**src/rtl/opc_mem_bus_ctrl.sv**
```systemverilog
// Two-port arbitrating controller for the OPC external 8-bit memory bus.
// The 11-bit address goes out over 8 pins in two latch phases, followed by a data phase that can be stretched.
`timescale 1ns/1ps
module opc_mem_bus_ctrl #(
    parameter int unsigned WAIT_CYCLES = 0,
    parameter int unsigned FIXED_PRIO  = 0
) (
    input  logic        clk,
    input  logic        rst,
    input  logic        p0_req,
    input  logic        p0_rnw,
    input  logic [10:0] p0_addr,
    input  logic [7:0]  p0_wdata,
    output logic        p0_ready,
    input  logic        p1_req,
    input  logic        p1_rnw,
    input  logic [10:0] p1_addr,
    input  logic [7:0]  p1_wdata,
    output logic        p1_ready,
    output logic [7:0]  rdata,
    output logic        busy,
    output logic [7:0]  ext_addr,
    output logic        ext_ale_lo,
    output logic        ext_ale_hi,
    output logic        ext_rnw,
    output logic [7:0]  ext_data_o,
    output logic        ext_data_oe,
    input  logic [7:0]  ext_data_i,
    input  logic        ext_wait
);

    generate
        if (WAIT_CYCLES > 15) begin : g_bad_wait
            $error("opc_mem_bus_ctrl: WAIT_CYCLES must be in 0..15");
        end
    endgenerate

    typedef enum logic [2:0] {
        S_IDLE = 3'd0,
        S_ALO  = 3'd1,
        S_AHI  = 3'd2,
        S_ACC  = 3'd3,
        S_DONE = 3'd4
    } state_t;

    localparam logic [3:0] WAIT_INIT = 4'(WAIT_CYCLES);
    localparam logic       PRIO_P1   = (FIXED_PRIO != 0);

    state_t      state_q;
    logic [10:0] addr_q;
    logic        rnw_q;
    logic [7:0]  wdata_q;
    logic        gnt_q;
    logic        last_grant_q;
    logic [3:0]  cnt_q;
    logic [7:0]  rdata_q;
    logic        p0_ready_q;
    logic        p1_ready_q;
    logic [7:0]  ext_addr_q;
    logic        ale_lo_q;
    logic        ale_hi_q;
    logic        ext_rnw_q;
    logic [7:0]  ext_data_o_q;
    logic        ext_data_oe_q;
    logic        grant_d;
    logic [10:0] sel_addr_d;

    // Arbitration: port 1 wins when alone, under fixed priority, or when port 0 was served last
    always_comb begin
        grant_d    = 1'b0;
        sel_addr_d = p0_addr;
        if (p1_req && (!p0_req || PRIO_P1 || !last_grant_q)) begin
            grant_d    = 1'b1;
            sel_addr_d = p1_addr;
        end else begin
            grant_d    = 1'b0;
            sel_addr_d = p0_addr;
        end
    end

    // Transaction FSM with all pin outputs registered alongside the state
    always_ff @(posedge clk) begin
        if (rst) begin
            state_q       <= S_IDLE;
            addr_q        <= 11'h000;
            rnw_q         <= 1'b1;
            wdata_q       <= 8'h00;
            gnt_q         <= 1'b0;
            last_grant_q  <= 1'b1;
            cnt_q         <= 4'd0;
            rdata_q       <= 8'h00;
            p0_ready_q    <= 1'b0;
            p1_ready_q    <= 1'b0;
            ext_addr_q    <= 8'h00;
            ale_lo_q      <= 1'b0;
            ale_hi_q      <= 1'b0;
            ext_rnw_q     <= 1'b1;
            ext_data_o_q  <= 8'h00;
            ext_data_oe_q <= 1'b0;
        end else begin
            p0_ready_q <= 1'b0;
            p1_ready_q <= 1'b0;
            ale_lo_q   <= 1'b0;
            ale_hi_q   <= 1'b0;
            case (state_q)
                S_IDLE: begin
                    if (p0_req || p1_req) begin
                        gnt_q        <= grant_d;
                        last_grant_q <= grant_d;
                        addr_q       <= sel_addr_d;
                        rnw_q        <= grant_d ? p1_rnw : p0_rnw;
                        wdata_q      <= grant_d ? p1_wdata : p0_wdata;
                        ext_addr_q   <= sel_addr_d[7:0];
                        ale_lo_q     <= 1'b1;
                        state_q      <= S_ALO;
                    end else begin
                        state_q      <= S_IDLE;
                    end
                end
                S_ALO: begin
                    ext_addr_q <= {5'b00000, addr_q[10:8]};
                    ale_hi_q   <= 1'b1;
                    cnt_q      <= WAIT_INIT;
                    state_q    <= S_AHI;
                end
                S_AHI: begin
                    ext_addr_q    <= 8'h00;
                    ext_rnw_q     <= rnw_q;
                    ext_data_oe_q <= !rnw_q;
                    ext_data_o_q  <= rnw_q ? 8'h00 : wdata_q;
                    state_q       <= S_ACC;
                end
                S_ACC: begin
                    if (cnt_q != 4'd0) begin
                        cnt_q <= cnt_q - 4'd1;
                    end else if (!ext_wait) begin
                        if (rnw_q) begin
                            rdata_q <= ext_data_i;
                        end
                        p0_ready_q    <= !gnt_q;
                        p1_ready_q    <= gnt_q;
                        ext_rnw_q     <= 1'b1;
                        ext_data_oe_q <= 1'b0;
                        ext_data_o_q  <= 8'h00;
                        state_q       <= S_DONE;
                    end else begin
                        state_q <= S_ACC;
                    end
                end
                S_DONE: begin
                    state_q <= S_IDLE;
                end
                default: begin
                    ext_addr_q    <= 8'h00;
                    ext_rnw_q     <= 1'b1;
                    ext_data_oe_q <= 1'b0;
                    ext_data_o_q  <= 8'h00;
                    state_q       <= S_IDLE;
                end
            endcase
        end
    end

    assign busy        = (state_q != S_IDLE);
    assign rdata       = rdata_q;
    assign p0_ready    = p0_ready_q;
    assign p1_ready    = p1_ready_q;
    assign ext_addr    = ext_addr_q;
    assign ext_ale_lo  = ale_lo_q;
    assign ext_ale_hi  = ale_hi_q;
    assign ext_rnw     = ext_rnw_q;
    assign ext_data_o  = ext_data_o_q;
    assign ext_data_oe = ext_data_oe_q;

endmodule
```
**config.mk**
```make
export PLATFORM = sky130hd
export DESIGN_NAME = opc_mem_bus_ctrl
export DESIGN_NICKNAME = d
export VERILOG_FILES = /design/src/rtl/opc_mem_bus_ctrl.sv
export SDC_FILE = /design/constraint.sdc
export NUM_CORES = 1
export LEC_CHECK = 0
export BUFFER_PORTS_ARGS = -buffer_cell sky130_fd_sc_hd__buf_2
export CAP_MARGIN = 20
export CORE_ASPECT_RATIO = 1.4
export CORE_MARGIN = 2
export CORE_UTILIZATION = 49
export DETAILED_ROUTE_END_ITERATION = 7
export GPL_TIMING_DRIVEN = 0
export PLACE_DENSITY = 0.92
export SKIP_LAST_GASP = 1
export SYNTH_ARGS = -nofsm -noshare
export SYNTH_HDL_FRONTEND = slang
export SYNTH_SLANG_ARGS = --single-unit
```
**constraint.sdc**
```tcl
create_clock -name clk -period 1.9 [get_ports clk]
set_input_delay 0.095 -clock clk [delete_from_list [all_inputs] [get_ports clk]]
set_output_delay 0.095 -clock clk [all_outputs]
set_load 0.03 [all_outputs]
```
### Word level (Yosys, flattened, before mapping)

Index checks and enable logic that the tools add are counted.

| word-level totals | value |
|---|---|
| memory bits (read-only) | 0 |
| latch bits | 0 |
| register bits | 59 |
| logic and storage cells | 75 |
| memories kept | 0 |
| memory bits (writable) | 0 |

| cells by class | value |
|---|---|
| reductions and logical operators | 20 |
| equality and inequality tests | 8 |
| divide/modulo/power cells | 0 |
| shift operators | 0 |
| bitwise operators | 6 |
| add/sub/neg operators | 1 |
| $mul | 0 |
| order comparisons | 0 |
| muxes and demuxes | 24 |

Operator list:

| cell | number |
|---|---|
| 8-bit case mux with 3 select lines | 2 |
| 8-bit 2-to-1 mux | 5 |
| 3-bit case mux with 4 select lines | 1 |
| 11-bit 2-to-1 mux | 1 |
| 1-bit 2-to-1 mux | 9 |
| 2-bit inequality test, second input constant | 4 |
| 4-bit case mux with 2 select lines | 1 |
| 3-bit by 2-bit == test with 1-bit output, second input constant | 2 |
| 3-bit 2-to-1 mux | 2 |
| 1-bit inverter | 6 |
| 1-bit case mux with 3 select lines | 2 |
| 2-bit AND reduction | 3 |
| 1-bit zero test | 4 |
| 4-bit 2-to-1 mux | 1 |
| 4-bit AND reduction | 1 |
| 4-bit nonzero test | 1 |
| 2-bit OR reduction | 2 |
| 4-bit OR reduction | 1 |
| 4-bit by 1-bit subtractor with 4-bit output, second input constant | 1 |
| 3-bit by 1-bit == test with 1-bit output, second input constant | 1 |
| 3-bit == test, second input constant | 1 |
| 3-bit zero test | 1 |
| 3-bit AND reduction | 1 |
| 3-bit nonzero test | 1 |
| 4 further kinds | 5 |

### Logic depth before layout (Yosys ltp)

Gate-level depths: netlist of run 1.

| depth | value |
|---|---|
| word-level depth | 6 |
| mapped depth | 6 |
| mapped depth without buffers | 5 |

### Worst setup path after synthesis of run 1

No wires, ideal clock.

| timing path | value |
|---|---|
| path type | register to register |
| from | register cnt_q[0] |
| to | register rdata_q[0], in the netlist rdata[0] |
| data required time | 1.828 ns |
| path slack | 0.372 ns |
| stages on the path, launching flop included | 7 |
| arrival | 1.456 ns |
| setup time | 0.072 ns |
| path through | dfxtp_1 -> inv_1 -> ha_1 -> nor4b_4 -> and4bb_2 -> buf_4 -> mux2i_1 |

| between the ends | value |
|---|---|
| longest elaborated chain between the ends | 3 |

RTL lines:

| element | RTL line | text |
|---|---|---|
| from (decl) | 55 | `logic [3:0] cnt_q;` |
| from (signal assigned) | 135 | `cnt_q <= cnt_q - 4'd1;` |
| 4-bit nonzero test | 134 | `if (cnt_q != 4'd0) begin` |
| 1-bit inverter (no line) | n/a |  |
| 4-bit AND reduction (no line) | n/a |  |
| to (signal assigned) | 138 | `rdata_q <= ext_data_i;` |
| to (decl) | 56 | `logic [7:0] rdata_q;` |

Every way passes these cells.
A chain may end at the register's enable or synchronous reset.

### Worst setup path after layout of run 1

| timing path | value |
|---|---|
| from | register cnt_q[0] |
| to | register rdata_q[1], in the netlist rdata[1] |

Same word-level chain as after synthesis.

==> impl_metrics.tcl, run 1 <==
set metrics [dict create \
    power_frac_seq_pct 45.1 \
    path_buf_inv 2 \
    place_worst_setup_slack_ns 0.1889 \
    p_clk_share_pct 33.3 \
    fp-row-count 29 \
    postRouteWirelength_mm 5.642 \
    firstDrtPassIters 4 \
    vias_per_cell 5.555 \
    tns_ns 0 \
    cts_buffers 5 \
    startpoint_type "flop" \
    fp.dieH_um 84.13 \
    dp_hpwl_mm 4.272 \
    dp.cells 383 \
    netlist_area_sq_um 2247 \
    nNetsFinal 382 \
    die-area_sq_um 5152 \
    finalHoldViolCount 0 \
    fin_ws_ns 0.1713 \
    path_delay_family "simple AND/OR/NAND/NOR gates" \
    start_util_pct 50.35 \
    m1WireLength_mm 2.131 \
    stdcell_count 391 \
    maxCapViolCount 0 \
    postPlaceCellArea_sq_um 2740 \
    fin_util_pct 64.45 \
    critPathCaptureType "flop" \
    syn_nets 292 \
    area_delta_synth_final_pct 28.01 \
    worstSetupPathType "flop to flop" \
    crit_chain "inv_1 -> ha_1 -> nor4b_4 -> and4bb_2 -> buf_4 -> mux2i_1" \
    htree_num_levels 2 \
    status "completed" \
    ys_seq_area_share_pct 45.43 \
    holdWs_ns 0.02173 \
    cts_buffer_depth 2 \
    synthAdderAreaFrac_pct 0.5568 \
    final_area_sq_um 2877 \
    rsz0062_at_grt "false" \
    dr_wl_met3_um 304 \
    finalSetupViolCount 0 \
    total_power_mw 2.675 \
    wl_met2_mm 3.076 \
    cts_hold_buf 0 \
    antenna_found_initial 0 \
    comb_power_share_pct 21.7 \
    ctsResizeCount 0 \
    synthSimpleGateAreaFrac_pct 15.92 \
    drt_iter0_markers 98 \
    grt_pass1_vias 2048 \
    via_count 2172 \
    required_ns 2.14 \
    period_minus_slack_ns 1.729 \
    grt_first_pass_wirelength_mm 8.963 \
    grt_max_degree 17 \
    synth_compound_area_share_pct 23.78 \
    yosysWarnings 0 \
    drc 0 \
    switchingPower_mw 0.7752 \
    worstMarginPinSlew_ns 0.5979 \
    cp_slowest_cell "nor4b_4" \
    path_max_fanout 8 \
    synth_mux_area_share_pct 6.737 \
    synth-seq-cells 51 \
    clk_latency_ns 0.31 \
    clk_pin_slew_ns 0.10 \
    cp.arrival_ns 1.97 \
    die_w_um 61.24 \
    place_congestion 0.8443 \
    routedWlPerCell_um 14.43 \
    routed.top_layer "met4" \
    io_buffers 83 \
    crit_path_max_incr_delay_ns 0.36 \
    skew_ns 0.009348 \
    avgSynthCellArea_sq_um 9.442 \
    powerDensity_nw_per_um2 930.0 \
    final_layout_size_suffix_gt1_share_pct 32.83 \
    postRouteAntennaNets 0 \
    switching_share_pct 28.98 \
    min_path_type "primary input to flop" \
    ys_types 44 \
    synth_top_family_by_area "compound AO/OA/AOI/OAI gates" \
    cts_sinks 51 \
    p_int_mw 1.900 \
    slew_viol_final 0 \
    post_cts_buffers 0 \
    grt_usage_pct 22.74 \
    synthXorXnorAreaFrac_pct 0 \
    num-fill-cells 395 \
    power.leakage_nw 1.259 \
    max_freq_mhz 578.5 \
    peakVddDrop_uv 423.7 \
    cts_tree "built" \
    synthCells 238 \
    max-slew-margin-rel_pct 59.79 \
    fin_crit_sh_pct 90.98 \
    grt_overflow 0 \
    coreArea_sq_um 4463 \
    antenna_cells 0 \
    io_pins 84 \
    clockRootBuffer "clkbuf_8" \
]
layout make-up:
cell class | instances | area [sq um] | share of cell area, %
buffer | 19 | 80.08 | 2.784
multi-input combinational | 144 | 1056 | 36.71
inverter | 24 | 90.09 | 3.132
clock buffer | 5 | 68.82 | 2.392
timing repair buffer | 83 | 415.4 | 14.44
clock inverter | 3 | 67.56 | 2.349
tap | 62 | 77.57 | 2.697
sequential | 51 | 1021 | 35.49
registers in the layout, indices dropped and copies added, names as in the netlist:
name and flops:
ext_data_o 8, ext_rnw 1, rnw_q 1, gnt_q 1, ext_ale_lo 1, p0_ready 1, state_q 3, cnt_q 4
last_grant_q 1, addr_q 3, wdata_q 8, ext_data_oe 1, ext_addr 8, p1_ready 1, ext_ale_hi 1, rdata 8
cell usage in the layout (no fill, tap or decap), types with 4 or more instances in the layout:
| master | count |
|---|---|
| a21oi_1 | 7 |
| a221oi_1 | 11 |
| a22o_1 | 8 |
| a32oi_1 | 5 |
| buf_2 | 87 |
| clkbuf_1 | 14 |
| clkbuf_8 | 5 |
| dfxtp_1 | 51 |
| inv_1 | 23 |
| mux2i_1 | 14 |
| nand2_1 | 24 |
| nand3_1 | 6 |
| nor2_1 | 4 |
| nor2b_1 | 5 |
| nor3_1 | 4 |
| o21ai_0 | 4 |
| o22ai_1 | 5 |
| o32ai_1 | 12 |
final timing paths:
path / depth (start not counted) / end / startpoint / slack, ns
max reg2reg: 6 / rdata[1]$_SDFFE_PP0P_ / cnt_q[0]$_SDFFE_PP0P_ / 0.17
min: 3 / rdata[3]$_SDFFE_PP0P_ / ext_data_i[3] / 0.02
min reg2reg: 2 / ext_addr[1]$_SDFFE_PP0P_ / ext_addr[1]$_SDFFE_PP0P_ / 0.45
max: 6 / rdata[1]$_SDFFE_PP0P_ / cnt_q[0]$_SDFFE_PP0P_ / 0.17
layer usage:
layer	vias up	global-route usage (%)
met5	-	0
met4	0	10.08
met3	9	3.698
met2	75	41.49
met1	1033	24.13
li1	1055	-
cells by family after synthesis:
family,after synthesis
multiplexers,15
flip-flops,51
buffers and inverters,43
adder cells (fa/ha/maj),1
AO/OA/AOI/OAI,67
AND/OR/NAND/NOR,61
power groups by stage:
stage / combinational [mW] / clock (mW) / sequential, mW
global route: 0.635 / 0.946 / 1.22
CTS: 0.580 / 0.906 / 1.20
finish: 0.579 / 0.890 / 1.21
global placement: 0.561 / 0 / 1.23
floorplan: 0.328 / 0 / 1.29
detailed placement: 0.575 / 0 / 1.23
worst register-to-register path, stage by stage, from the launching register on:
cell and delay, ns:
dfxtp_1 0.35, inv_1 0.07, ha_1 0.20, nor4b_4 0.36, and4bb_2 0.28, buf_4 0.19
mux2i_1 0.20
cells in the mapped netlist:
| master | count | area [sq um] |
|---|---|---|
| nor4b_4 | 2 | 47.55 |
| nor3b_1 | 1 | 7.510 |
| nand2b_1 | 1 | 6.260 |
| or3_1 | 3 | 18.77 |
| a21boi_0 | 1 | 7.510 |
| nand4_1 | 1 | 6.260 |
| a221oi_1 | 11 | 96.34 |
| a22o_1 | 8 | 70.07 |
| inv_1 | 23 | 86.33 |
| o21ai_0 | 4 | 20.02 |
| o21ai_1 | 1 | 5.000 |
| and4bb_2 | 1 | 12.51 |
| dfxtp_1 | 51 | 1021 |
| nor4b_1 | 1 | 8.760 |
| o21bai_1 | 1 | 7.510 |
| nor3_2 | 1 | 10.01 |
| a221o_1 | 2 | 20.02 |
| a21oi_1 | 7 | 35.03 |
| a2bb2oi_1 | 1 | 8.760 |
| buf_4 | 1 | 7.510 |
| a211o_1 | 1 | 8.760 |
| nand2_1 | 24 | 90.09 |
| nor2b_1 | 5 | 31.28 |
| nor3_1 | 4 | 20.02 |
| o22ai_1 | 5 | 31.28 |
| or2_2 | 1 | 6.260 |
| mux2_2 | 1 | 11.26 |
| o211ai_1 | 3 | 22.52 |
| buf_2 | 4 | 20.02 |
| a21o_1 | 1 | 7.510 |
| nor4_1 | 2 | 12.51 |
| clkbuf_1 | 14 | 52.55 |
| o32ai_1 | 12 | 105.1 |
| mux2i_1 | 14 | 140.1 |
| or3b_2 | 3 | 26.28 |
| inv_2 | 1 | 3.750 |
| nand3_1 | 6 | 30.03 |
| a211oi_4 | 1 | 20.02 |
| ha_1 | 1 | 12.51 |
| a32oi_1 | 5 | 43.79 |
| a211oi_1 | 2 | 15.01 |
| nor2_1 | 4 | 15.01 |
| nand4b_1 | 1 | 8.760 |
| a21bo_2 | 1 | 10.01 |
Power figures use the tool's default switching activity.
==> inputs of run 2 (changes only) <==
- CORE_UTILIZATION: 49 -> 52
- PLACE_DENSITY: 0.92 -> 0.95
- clock period: 1.9 -> 2.05 ns (I/O delays scaled with it)
==> impl_metrics.tcl, run 2 (synthesis results as in run 1) <==
set metrics [dict create \
    antenna_found_initial 0 \
    die_w_um 59.56 \
    finalHoldViolCount 0 \
    grt_overflow 0 \
    cp.arrival_ns 1.97 \
    final_layout_size_suffix_gt1_share_pct 32.52 \
    final_cell_mix "buf_2, dfxtp_1, nand2_1" \
    finalSetupViolCount 0 \
    required_ns 2.29 \
    reg2reg_setup_slack_ns 0.32 \
    cts_buffers 5 \
    dp_hpwl_mm 4.290 \
    crit_path_max_incr_delay_ns 0.38 \
    fin_crit_sh_pct 84.20 \
    holdWs_ns 0.02646 \
    ctsResizeCount 0 \
    gr-max-usage-layer "met2" \
    grt_first_pass_wirelength_mm 9.190 \
    skew_ns 0.004293 \
    p_int_mw 1.514 \
    nNetsFinal 382 \
    drc 0 \
    comb_power_share_pct 24.2 \
    switchingPower_mw 0.7178 \
    clk_pin_slew_ns 0.09 \
    vias_per_cell 5.810 \
    via_count 2173 \
    place_congestion 0.8709 \
    layout_commonest_cell "buf_2" \
    area_delta_synth_final_pct 24.78 \
    cts_tree "built" \
    grt_pass1_vias 2092 \
    powerDensity_nw_per_um2 795.8 \
    grtUsageMet1_pct 26.55 \
    antenna_cells 0 \
    coreArea_sq_um 4204 \
    power.leakage_nw 1.236 \
    min_path_type "primary input to flop" \
    grt_max_degree 16 \
    maxCapViolCount 0 \
    reg2reg_from "cnt_q[0]$_SDFFE_PP0P_" \
    cts_buffer_depth 2 \
    max_freq_mhz 579.4 \
    die-area_sq_um 4871 \
    p_clk_share_pct 25.6 \
    period_minus_slack_ns 1.726 \
    path_delay_family "simple AND/OR/NAND/NOR gates" \
    worstSetupPathType "flop to flop" \
    start_util_pct 53.45 \
    worstMarginPinSlew_ns 0.6050 \
    cts_sinks 51 \
    postRouteAntennaNets 0 \
    switching_share_pct 32.17 \
    met2_usage_pct 44.73 \
    io_buffers 83 \
    max-slew-margin-rel_pct 59.50 \
    fp.dieH_um 81.78 \
    tns_ns 0 \
    cp_num_cells 6 \
    cts_hold_buf 0 \
    grt_usage_pct 24.94 \
    rsz0062_at_grt "false" \
    power_frac_seq_pct 50.2 \
    htree_num_levels 2 \
    cp_slowest_cell "nor4b_4" \
    crit_path_start "cnt_q[0]$_SDFFE_PP0P_" \
    use_met3_pct 4.724 \
    fp-row-count 28 \
    clk_latency_ns 0.31 \
    postRouteWirelength_mm 5.687 \
    routedWlPerCell_um 15.21 \
    ff2ff_path_depth 6 \
    startpoint_type "flop" \
    post_cts_buffers 0 \
    critPathCaptureType "flop" \
    crit_chain "inv_1 -> ha_1 -> nor4b_4 -> and4bb_2 -> buf_4 -> mux2i_1" \
    clockRootBuffer "clkbuf_8" \
    total_power_mw 2.231 \
    path_buf_inv 2 \
    path_max_fanout 8 \
    drt_iter0_markers 98 \
    firstDrtPassIters 4 \
    setup.worst_path.end "rdata[4]$_SDFFE_PP0P_" \
    slew_viol_final 0 \
    io_pins 84 \
    status "completed" \
    r2r-end "rdata[4]$_SDFFE_PP0P_" \
    peakVddDrop_uv 439.3 \
]
==> run 2: worst register-to-register path, stage by stage, from the launching register on <==
cell,delay [ns]
dfxtp_1,0.35
inv_1,0.07
ha_1,0.21
nor4b_4,0.38
and4bb_2,0.28
buf_4,0.18
mux2i_1,0.19
==> run 2: layer usage <==
metal / up-vias / wire length (um)
li1: 1053 / -
met1: 1026 / 2260
met2: 79 / 2997
met3: 15 / 261
met4: 0 / 167
met5: - / 0
==> run 2: per-stage QoR <==
stage / worst slack (ns) / util [%] / std cells / area, sq um
floorplan: 0.5222 / - / 238 / 2247
global placement: 0.3764 / 64.67 / 366 / 2719
detailed placement: 0.3189 / 64.67 / 366 / 2719
CTS: 0.3107 / 66.70 / 374 / 2804
global route: 0.1562 / 66.70 / 374 / 2804
finish: 0.3240 / 66.70 / 374 / 2804
==> run 2: layout make-up <==
cell class	instances	area, sq um
Clock inverter	2	12.51
Timing Repair Buffer	83	415.4
Multi-Input combinational cell	144	1056
Inverter	24	90.09
Sequential cell	51	1021
Buffer	19	80.08
Tap cell	45	56.30
Fill cell	343	1400
Clock buffer	6	72.57
==> run 2: worst min path at each step <==
stage / start / endpoint / slack [ns] / cells past startpoint
finish: ext_data_i[7] / rdata[7]$_SDFFE_PP0P_ / 0.03 / 3
global route: ext_data_i[0] / rdata[0]$_SDFFE_PP0P_ / 0.04 / 3
CTS: ext_data_i[0] / rdata[0]$_SDFFE_PP0P_ / 0.02 / 3
detailed placement: ext_data_i[3] / rdata[3]$_SDFFE_PP0P_ / 0.36 / 3
global placement: ext_data_i[0] / rdata[0]$_SDFFE_PP0P_ / 0.35 / 3
floorplan: ext_data_i[0] / rdata[0]$_SDFFE_PP0P_ / 0.24 / 2
==> run 2: power groups by stage <==
stage	Sequential, mW	Combinational (mW)	Clock [mW]
after global routing	1.13	0.587	0.613
after floorplan	1.20	0.304	0
after global placement	1.14	0.518	0
final	1.12	0.541	0.570
after detailed placement	1.14	0.535	0
after CTS	1.12	0.538	0.579
==> inputs of run 3 (changes only) <==
- CORE_UTILIZATION: 52 -> 49
- PLACE_DENSITY: 0.95 -> 0.92
- clock period: 2.05 -> 1.65 ns (I/O delays scaled with it)
==> impl_metrics.tcl, run 3 (synthesis results as in run 1) <==
set metrics [dict create \
    die-area_sq_um 5152 \
    cts_tree "built" \
    cts_buffers 5 \
    cts_sinks 51 \
    clockRootBuffer "clkbuf_8" \
    place_congestion 0.8443 \
    grt_max_degree 17 \
    reg2reg_setup_slack_ns 0.02 \
    slew_viol_final 0 \
    drc 0 \
    grt_overflow 0 \
    firstDrtPassIters 4 \
    num-fill-cells 374 \
    fin_crit_sh_pct 98.53 \
    fp-row-count 29 \
    power.leakage_nw 1.300 \
    vias_per_cell 5.557 \
    powerDensity_nw_per_um2 1058 \
    area_delta_synth_final_pct 31.35 \
    nNetsFinal 386 \
    startpoint_type "flop" \
    ff2ff_path_depth 5 \
    routedWlPerCell_um 14.64 \
    skew_ns 0.008306 \
    min_path_type "primary input to flop" \
    antenna_cells 0 \
    worstMarginPinSlew_ns 0.6135 \
    final_cell_mix "buf_2, dfxtp_1, nand2_1" \
    htree_num_levels 2 \
    clk_latency_ns 0.31 \
    final_area_sq_um 2952 \
    die_w_um 61.24 \
    total_power_mw 3.122 \
    grt_pass1_vias 2055 \
    peakVddDrop_uv 499.5 \
    path_max_fanout 6 \
    io_buffers 83 \
    cts_buffer_depth 2 \
    clk_pin_slew_ns 0.10 \
    holdWs_ns 0.01013 \
    hold_start "ext_data_i[3]" \
    max_freq_mhz 615.1 \
    period_minus_slack_ns 1.626 \
    holdPathStages 3 \
    via_count 2195 \
    hold_path_end "rdata[3]$_SDFFE_PP0P_" \
    drt_iter0_markers 74 \
    required_ns 1.88 \
    cts_hold_buf 0 \
    rsz0062_at_grt "true" \
    critPathCaptureType "flop" \
    reg2reg_from "state_q[0]$_SDFFE_PP0P_" \
    dp_hpwl_mm 4.272 \
    worstSetupPathType "flop to flop" \
    postRouteAntennaNets 0 \
    grt_usage_pct 23.01 \
    status "completed" \
    r2r-end "ext_addr[7]$_SDFFE_PP0P_" \
    multi_input_area_sq_um 1075 \
    io_pins 84 \
    fp.dieH_um 84.13 \
    max-slew-margin-rel_pct 58.73 \
    antenna_found_initial 0 \
    tns_ns 0 \
    fin_util_pct 66.13 \
    postPlaceCellArea_sq_um 2740 \
    finalHoldViolCount 0 \
    layout_commonest_cell "buf_2" \
    cp.arrival_ns 1.85 \
    grt_first_pass_wirelength_mm 9.052 \
    final_layout_size_suffix_gt1_share_pct 36.04 \
    maxCapViolCount 0 \
    postRouteWirelength_mm 5.781 \
    finalSetupViolCount 0 \
    start_util_pct 50.35 \
    regArea_sq_um 1023 \
    coreArea_sq_um 4463 \
]
==> run 3: cell types whose count changed in the layout (fill, tap and decap cells not counted), moves of 2 or more <==
| cell | change |
|---|---|
| dfxtp_2 | +2 |
| clkbuf_2 | +3 |
| buf_4 | +2 |
| bufinv_16 | +2 |
| clkbuf_1 | -4 |
| dfxtp_1 | -2 |
==> run 3: area by class of cell <==
| cell class | count | area share [%] |
|---|---|---|
| Timing Repair Buffer | 87 | 15.52 |
| Tap cell | 62 | 2.628 |
| Clock inverter | 3 | 2.289 |
| Inverter | 24 | 3.052 |
| Sequential cell | 51 | 34.68 |
| Multi-Input combinational cell | 144 | 36.41 |
| Clock buffer | 5 | 2.331 |
| Buffer | 19 | 3.095 |
==> run 3: power breakdown <==
part	internal [mW]	leakage (nW)	switching, mW
Sequential	1.33	0.418	0.0602
Combinational	0.274	0.818	0.425
Clock	0.605	0.0644	0.426
Total	2.21	1.30	0.911
==> run 3: layer usage <==
metal	wire length [um]	GRT usage [%]
met1	2165	24.35
met2	3175	42.17
met3	288	3.698
met4	150	10.08
met5	0	0
==> run 3: stage by stage <==
step	worst slack (ns)	std cells
2_1_floorplan	0.1222	238
3_3_place_gp	-0.01734	383
3_5_place_dp	-0.06113	383
4_1_cts	0.009006	392
5_1_grt	-0.06501	395
6_report	0.02419	395
==> run 3: worst max path at each step <==
| stage | from | endpoint | slack (ns) | cells past startpoint |
|---|---|---|---|---|
| floorplan | cnt_q[0]$_SDFFE_PP0P_ | rdata[0]$_SDFFE_PP0P_ | 0.12 | 6 |
| global placement | cnt_q[0]$_SDFFE_PP0P_ | rdata[2]$_SDFFE_PP0P_ | -0.02 | 6 |
| detailed placement | cnt_q[0]$_SDFFE_PP0P_ | rdata[0]$_SDFFE_PP0P_ | -0.06 | 6 |
| CTS | cnt_q[0]$_SDFFE_PP0P_ | rdata[2]$_SDFFE_PP0P_ | 0.009 | 6 |
| global route | state_q[0]$_SDFFE_PP0P_ | ext_addr[7]$_SDFFE_PP0P_ | -0.07 | 5 |
| finish | state_q[0]$_SDFFE_PP0P_ | ext_addr[7]$_SDFFE_PP0P_ | 0.02 | 5 |
==> run 3: repair_timing <==
action                     CTS  global route
setup buffers                1             3
pin swaps                    1             4
resized for setup            3            11
setup endpoints to repair   12            38
==> run 3: worst max-delay path, stage by stage, from the launching register on <==
cell,delay (ns)
dfxtp_1,0.39
nor3_4,0.28
inv_2,0.08
or3_1,0.38
clkbuf_1,0.19
o22ai_1,0.21
